### src/rtl/mc_ctrl_pkg.sv
// mc_ctrl_pkg -- shared types and encodings for the multicycle RV64I control unit.
//   state_e     : control FSM states (S_TRAP exists only with MC_ILLEGAL_TRAP_EN)
//   imm_fmt_e   : immediate format selected from the IR opcode
//   OP_*        : supported major opcodes
//   ASRC_*, BSRC_*, ALU_*, RES_* : datapath mux / ALU-op encodings
// Optional feature macro: MC_ILLEGAL_TRAP_EN
package mc_ctrl_pkg;

  typedef enum logic [3:0] {
    S_FETCH,
    S_DECODE,
    S_MEMADR,
    S_MEMREAD,
    S_MEMWB,
    S_MEMWRITE,
    S_EXECR,
    S_EXECI,
    S_ALUWB,
    S_BEQ,
    S_JAL
`ifdef MC_ILLEGAL_TRAP_EN
    , S_TRAP
`endif
  } state_e;

  typedef enum logic [2:0] {
    IMM_NONE,
    IMM_I,
    IMM_S,
    IMM_B,
    IMM_J
  } imm_fmt_e;

  localparam logic [6:0] OP_LOAD   = 7'b0000011;
  localparam logic [6:0] OP_STORE  = 7'b0100011;
  localparam logic [6:0] OP_RTYPE  = 7'b0110011;
  localparam logic [6:0] OP_IALU   = 7'b0010011;
  localparam logic [6:0] OP_BRANCH = 7'b1100011;
  localparam logic [6:0] OP_JAL    = 7'b1101111;

  localparam logic [1:0] ASRC_PC    = 2'b00;
  localparam logic [1:0] ASRC_OLDPC = 2'b01;
  localparam logic [1:0] ASRC_REGA  = 2'b10;

  localparam logic [1:0] BSRC_REGB  = 2'b00;
  localparam logic [1:0] BSRC_IMM   = 2'b01;
  localparam logic [1:0] BSRC_FOUR  = 2'b10;

  localparam logic [1:0] ALU_ADD    = 2'b00;
  localparam logic [1:0] ALU_SUB    = 2'b01;
  localparam logic [1:0] ALU_FUNCT  = 2'b10;

  localparam logic [1:0] RES_ALUOUT = 2'b00;
  localparam logic [1:0] RES_MEM    = 2'b01;
  localparam logic [1:0] RES_ALU    = 2'b10;

endpackage

### src/rtl/mc_imm_gen.sv
// mc_imm_gen -- combinational immediate generator.
//   ir  : instruction register contents (32 bits)
//   imm : Nbits-wide immediate, sign-extended from ir[31]; I/S/B/J chosen by
//         opcode, zero for R-type and unsupported opcodes. B/J have bit0 = 0.
module mc_imm_gen
  import mc_ctrl_pkg::*;
#(
  parameter int Nbits = 64
) (
  input  logic [31:0]      ir,
  output logic [Nbits-1:0] imm
);

  imm_fmt_e fmt;

  always_comb begin
    fmt = IMM_NONE;
    case (ir[6:0])
      OP_LOAD, OP_IALU: fmt = IMM_I;
      OP_STORE:         fmt = IMM_S;
      OP_BRANCH:        fmt = IMM_B;
      OP_JAL:           fmt = IMM_J;
      default:          fmt = IMM_NONE;
    endcase
  end

  always_comb begin
    imm = '0;
    case (fmt)
      IMM_I: imm = {{(Nbits-12){ir[31]}}, ir[31:20]};
      IMM_S: imm = {{(Nbits-12){ir[31]}}, ir[31:25], ir[11:7]};
      IMM_B: imm = {{(Nbits-13){ir[31]}}, ir[31], ir[7], ir[30:25], ir[11:8], 1'b0};
      IMM_J: imm = {{(Nbits-21){ir[31]}}, ir[31], ir[19:12], ir[20], ir[30:21], 1'b0};
      default: imm = '0;
    endcase
  end

endmodule

### src/rtl/mc_control_unit.sv
// mc_control_unit -- multicycle RV64I control FSM with instruction register.
// Supports ld/sd, R-type, I-ALU, beq and jal; memory states stall on mem_ready.
// Ports:
//   clk, rst (sync, active-high)      instr, mem_ready, zero : inputs
//   r_reg1, r_reg2, w_reg, reg_we     : register-file addressing / write enable
//   imm, funct3, funct7_5             : decoded IR fields for the datapath
//   ir_we, pc_we, mem_we, adr_src     : IR/PC/memory control
//   alu_src_a, alu_src_b, alu_op, result_src : datapath selects
//   illegal                           : unknown-opcode trap flag
// Optional feature macro: MC_ILLEGAL_TRAP_EN (adds a sticky TRAP state;
// without it unknown opcodes execute as a NOP and illegal is tied 0).
module mc_control_unit
  import mc_ctrl_pkg::*;
#(
  parameter int          Nbits    = 64,
  parameter logic [31:0] NOP_INSN = 32'h00000013
) (
  input  logic             clk,
  input  logic             rst,
  input  logic [31:0]      instr,
  input  logic             mem_ready,
  input  logic             zero,
  output logic [4:0]       r_reg1,
  output logic [4:0]       r_reg2,
  output logic [4:0]       w_reg,
  output logic             reg_we,
  output logic [Nbits-1:0] imm,
  output logic [2:0]       funct3,
  output logic             funct7_5,
  output logic             ir_we,
  output logic             pc_we,
  output logic             mem_we,
  output logic             adr_src,
  output logic [1:0]       alu_src_a,
  output logic [1:0]       alu_src_b,
  output logic [1:0]       alu_op,
  output logic [1:0]       result_src,
  output logic             illegal
);

  state_e      state;
  state_e      state_next;
  logic [31:0] ir;
  logic [6:0]  opcode;

  assign opcode   = ir[6:0];
  assign r_reg1   = ir[19:15];
  assign r_reg2   = ir[24:20];
  assign w_reg    = ir[11:7];
  assign funct3   = ir[14:12];
  assign funct7_5 = ir[30];

  mc_imm_gen #(
    .Nbits (Nbits)
  ) u_imm_gen (
    .ir  (ir),
    .imm (imm)
  );

  // IR is only written in FETCH on a completed read, so it stays stable
  // for the rest of the instruction.
  always_ff @(posedge clk) begin
    if (rst) begin
      state <= S_FETCH;
      ir    <= NOP_INSN;
    end else begin
      state <= state_next;
      if (ir_we) ir <= instr;
    end
  end

  // Everything is held at zero while rst is high so no write can slip
  // through in the reset cycle, even from a stalled memory state.
  always_comb begin
    state_next = state;
    reg_we     = 1'b0;
    ir_we      = 1'b0;
    pc_we      = 1'b0;
    mem_we     = 1'b0;
    adr_src    = 1'b0;
    alu_src_a  = ASRC_PC;
    alu_src_b  = BSRC_REGB;
    alu_op     = ALU_ADD;
    result_src = RES_ALUOUT;
`ifdef MC_ILLEGAL_TRAP_EN
    illegal    = 1'b0;
`endif
    if (!rst) begin
      case (state)
        S_FETCH: begin
          alu_src_b  = BSRC_FOUR;
          result_src = RES_ALU;
          ir_we      = mem_ready;
          pc_we      = mem_ready;
          if (mem_ready) state_next = S_DECODE;
        end
        S_DECODE: begin
          // oldPC + imm: branch target parked in ALUOut
          alu_src_a = ASRC_OLDPC;
          alu_src_b = BSRC_IMM;
          case (opcode)
            OP_LOAD, OP_STORE: state_next = S_MEMADR;
            OP_RTYPE:          state_next = S_EXECR;
            OP_IALU:           state_next = S_EXECI;
            OP_BRANCH:         state_next = S_BEQ;
            OP_JAL:            state_next = S_JAL;
`ifdef MC_ILLEGAL_TRAP_EN
            default:           state_next = S_TRAP;
`else
            default:           state_next = S_FETCH;
`endif
          endcase
        end
        S_MEMADR: begin
          alu_src_a  = ASRC_REGA;
          alu_src_b  = BSRC_IMM;
          state_next = (opcode == OP_LOAD) ? S_MEMREAD : S_MEMWRITE;
        end
        S_MEMREAD: begin
          adr_src = 1'b1;
          if (mem_ready) state_next = S_MEMWB;
        end
        S_MEMWB: begin
          result_src = RES_MEM;
          reg_we     = 1'b1;
          state_next = S_FETCH;
        end
        S_MEMWRITE: begin
          adr_src = 1'b1;
          mem_we  = 1'b1;
          if (mem_ready) state_next = S_FETCH;
        end
        S_EXECR: begin
          alu_src_a  = ASRC_REGA;
          alu_src_b  = BSRC_REGB;
          alu_op     = ALU_FUNCT;
          state_next = S_ALUWB;
        end
        S_EXECI: begin
          alu_src_a  = ASRC_REGA;
          alu_src_b  = BSRC_IMM;
          alu_op     = ALU_FUNCT;
          state_next = S_ALUWB;
        end
        S_ALUWB: begin
          result_src = RES_ALUOUT;
          reg_we     = 1'b1;
          state_next = S_FETCH;
        end
        S_BEQ: begin
          alu_src_a  = ASRC_REGA;
          alu_src_b  = BSRC_REGB;
          alu_op     = ALU_SUB;
          result_src = RES_ALUOUT;
          pc_we      = zero;
          state_next = S_FETCH;
        end
        S_JAL: begin
          // PC <= target from ALUOut while the ALU forms oldPC+4 for rd
          alu_src_a  = ASRC_OLDPC;
          alu_src_b  = BSRC_FOUR;
          result_src = RES_ALUOUT;
          pc_we      = 1'b1;
          state_next = S_ALUWB;
        end
`ifdef MC_ILLEGAL_TRAP_EN
        S_TRAP: begin
          illegal    = 1'b1;
          state_next = S_TRAP;
        end
`endif
        default: state_next = S_FETCH;
      endcase
    end
  end

`ifndef MC_ILLEGAL_TRAP_EN
  assign illegal = 1'b0;
`endif

endmodule
### config.mk
export PLATFORM = sky130hd
export DESIGN_NAME = mc_control_unit
export DESIGN_NICKNAME = d
export VERILOG_FILES = /design/src/rtl/mc_ctrl_pkg.sv /design/src/rtl/mc_imm_gen.sv /design/src/rtl/mc_control_unit.sv
export SDC_FILE = /design/constraint.sdc
export NUM_CORES = 1
export LEC_CHECK = 0
export ABC_CLOCK_PERIOD_IN_PS = 7190
export CAP_MARGIN = 20
export CORE_UTILIZATION = 43
export CTS_CLUSTER_SIZE = 8
export DETAILED_ROUTE_END_ITERATION = 10
export GPL_TIMING_DRIVEN = 1
export PLACE_DENSITY_LB_ADDON = 0.05
export SYNTH_ARGS = -nofsm -noshare
export SYNTH_HDL_FRONTEND = slang
export SYNTH_SLANG_ARGS = --single-unit
### constraint.sdc
create_clock -name clk -period 7.19 [get_ports clk]
set_input_delay 0.719 -clock clk [delete_from_list [all_inputs] [get_ports clk]]
set_output_delay 0.719 -clock clk [all_outputs]
set_load 0.02 [all_outputs]
==> out/summary.txt <==
Status: finished clean
# DRC: 0
FF-to-FF setup slack: 5260 ps
Vias/cell: 4.88
Seq pwr share: 0.348
Clock Path Buffers: 2
Critical path endpoint category: primary output
Initial DRC count: 85
Synth area leaders: dfxtp_1, buf_4, nand2_1
Initial Util: 0.445
Tmin final: 4050 ps
Slew @ Worst Pin: 1030 ps
Part of the cycle the worst path needs: 0.563
Worst slack, placed: 2930 ps
First-pass GRT wire length: 9540 um
Die Y-Extent: 77.5 um
Antenna diodes: 0
Yosys top cell by area: dfxtp_1
Post CTS Setup Buffer Count: 0
Setup_tns: 0 ps
CTS H-tree depth: 2
Fin nets: 421
Clock latency on the worst-skew pair: 290 ps
Non-Filler Instances: 458
Fin worst setup slack: 3140 ps
All-Layer GR Usage: 0.199
Rows: 27
CP endpoint: imm[42]
CP arrival: 3330 ps
CTS tree: built
Share of cells above drive strength 1: 0.0570
Synthesis Warnings: 0
Synthesized area: 2450 sq um
Seq/Total Area, Yosys: 0.294
CTS Hold Buffers Added: 0
Post-CTS Resized: 0
Final wirelength: 5850 um
Grt total ovfl: 0
Final core utilization: 0.618
VDD IR-drop max: 0.145 mV
Worst endpoint required time: 6470 ps
RSZ-0062 raised after global routing: no
Max FO, Critical Path: 37
WL/cell: 12.8 um
Hold WC Path Type: flip-flop to flip-flop
Achievable Freq: 247 MHz
Pleak: 1.32 nW
Skew final: 7.64 ps
DP HPWL: 4040 um
Final ANT Viol Nets: 0
Fin area: 3400 sq um
Reg clk slew, reported paths: 80 ps
PD cells: 206 nW/um^2
Core area: 5510 sq um
Vias: 2237
Top-Level Pins: 133
Distinct cells, synth: 50
Fraction of power consumed by the clock network: 0.251
Async set-reset flop share out of synthesis: 0
Reg2reg end: state[2]
GPL Wtd Cong: 0.761
Worst reg2reg path depth: 4
R2r startpoint: ir[0]
Yosys reg bits: 36
NetSw: 0.246 mW
Root Buffer: clkbuf_8
# fillers: 499
I/O Buffers: 131
Worst setup SP type: flip-flop
Largest net degree at the start of global routing: 48
Max_slew headroom: 0.303
Crit path kind: flip-flop to primary output
Multi-input gate area: 1120 sq um
Synth Instances: 328
Max Cap Viol: 0
Syn Nets: 364
Max Slew Vio Count: 0
DIE WIDTH: 77.5 um
TritonRoute pass-1 iters: 4
Sink Count: 36
Full die area: 6000 sq um
Post-synth top flop: dfxtp_1
Fin. Hold Viols: 0
Placement Cell Area: 3260 sq um
Comb pwr share: 0.400
Cts bufs inserted: 5
Synth Area per Inst: 7.47 sq um
Initial antenna violation count: 0
Int Pwr: 0.455 mW
Inst Count DP: 449
Final setup viols: 0
Share of the synthesized area in the top cell type: 0.294
Setup crit start: ir[0]
Seq. cell area: 721 sq um
Post-synth EDFFs: 0
Area grow syn2layout: 38.9%
Vias in the first global route: 2029
Switch share: 0.351
[worst max-delay path: stages, from the launching register on]
cell             delay (ps)
dfxtp_1                 360
nor4bb_1                890
nand2_1                 220
o21ai_1                 290
and2_1                  420
buf_16                  220
clkdlybuf4s50_1         630
[logic make-up after synthesis]
logic type | share of synthesized area
mux | 0.00868
buf+inv | 0.250
flops | 0.294
simple gates | 0.270
compound gates | 0.173
xor+xnor | 0.00358
other cells | 0.00153
[stage by stage]
| stage | power [mW] | hold slack (ps) |
|---|---|---|
| after global routing | 0.747 | 488 |
| after global placement | 0.525 | 440 |
| after detailed placement | 0.528 | 442 |
| after CTS | 0.706 | 454 |
| final | 0.701 | 453 |
| after floorplan | 0.450 | 432 |
[placed cells by master, fill, tap and decap left out, types with 2 or more instances in the layout]
| cell type | netlist | routed |
|---|---|---|
| nand3b_1 | 3 | 3 |
| a22o_1 | 6 | 6 |
| and3_1 | 4 | 4 |
| inv_1 | 4 | 4 |
| nand3_1 | 5 | 5 |
| nor2b_1 | 8 | 8 |
| nor4_1 | 3 | 3 |
| clkdlybuf4s50_1 | 0 | 130 |
| nand2b_1 | 5 | 5 |
| clkbuf_8 | 0 | 5 |
| a21oi_1 | 35 | 35 |
| and2_1 | 7 | 7 |
| nor2_1 | 9 | 9 |
| a21o_1 | 8 | 8 |
| a211oi_1 | 2 | 2 |
| dfxtp_1 | 36 | 36 |
| nand2_1 | 71 | 71 |
| nor3_1 | 6 | 6 |
| buf_4 | 65 | 2 |
| o21ai_0 | 4 | 4 |
[power groups by stage]
stage | registers (mW) | clock network (mW) | logic, mW
floorplan | 0.236 | 0 | 0.214
global placement | 0.248 | 0 | 0.277
detailed placement | 0.249 | 0 | 0.279
CTS | 0.244 | 0.181 | 0.280
global route | 0.249 | 0.192 | 0.306
finish | 0.244 | 0.176 | 0.281
[worst min path at each step]
stage | startpoint | to | cells past startpoint
CTS | ir[28] | ir[28] | 2
global placement | ir[28] | ir[28] | 2
global route | ir[26] | ir[26] | 2
finish | ir[25] | ir[25] | 2
detailed placement | ir[28] | ir[28] | 2
floorplan | ir[25] | ir[25] | 2
[cell usage after synthesis (2+ instances only)]
cell type	number
buf_6	4
nor2b_1	8
a21oi_1	35
buf_2	5
o21ai_0	4
and2_1	7
clkbuf_1	9
nand2_1	71
nor2_1	9
a22o_1	6
nor3_1	6
a21o_1	8
nand3b_1	3
and3_1	4
inv_1	4
dfxtp_1	36
nand2b_1	5
buf_4	65
nor4_1	3
a211oi_1	2
nand3_1	5
[cell type report]
class,count,share of cell area
inverters,4,0.00441
repair buffers,134,0.396
multi-input cells,204,0.328
flip-flops and latches,36,0.212
well taps,72,0.0265
clock buffers,5,0.0202
clock inverters,3,0.0125
[metal layers]
metal	wire length [um]	global-route usage	vias up
met5	0	0	-
met4	72	0.0679	0
met3	474	0.0753	5
met2	2720	0.331	84
met1	2580	0.234	995
li1	-	-	1153
[sequential cells by signal, summed over array words and instances (netlist names)]
signal and cells:
ir 32, state 4
Note: power is estimated with default switching activity, not from simulation.
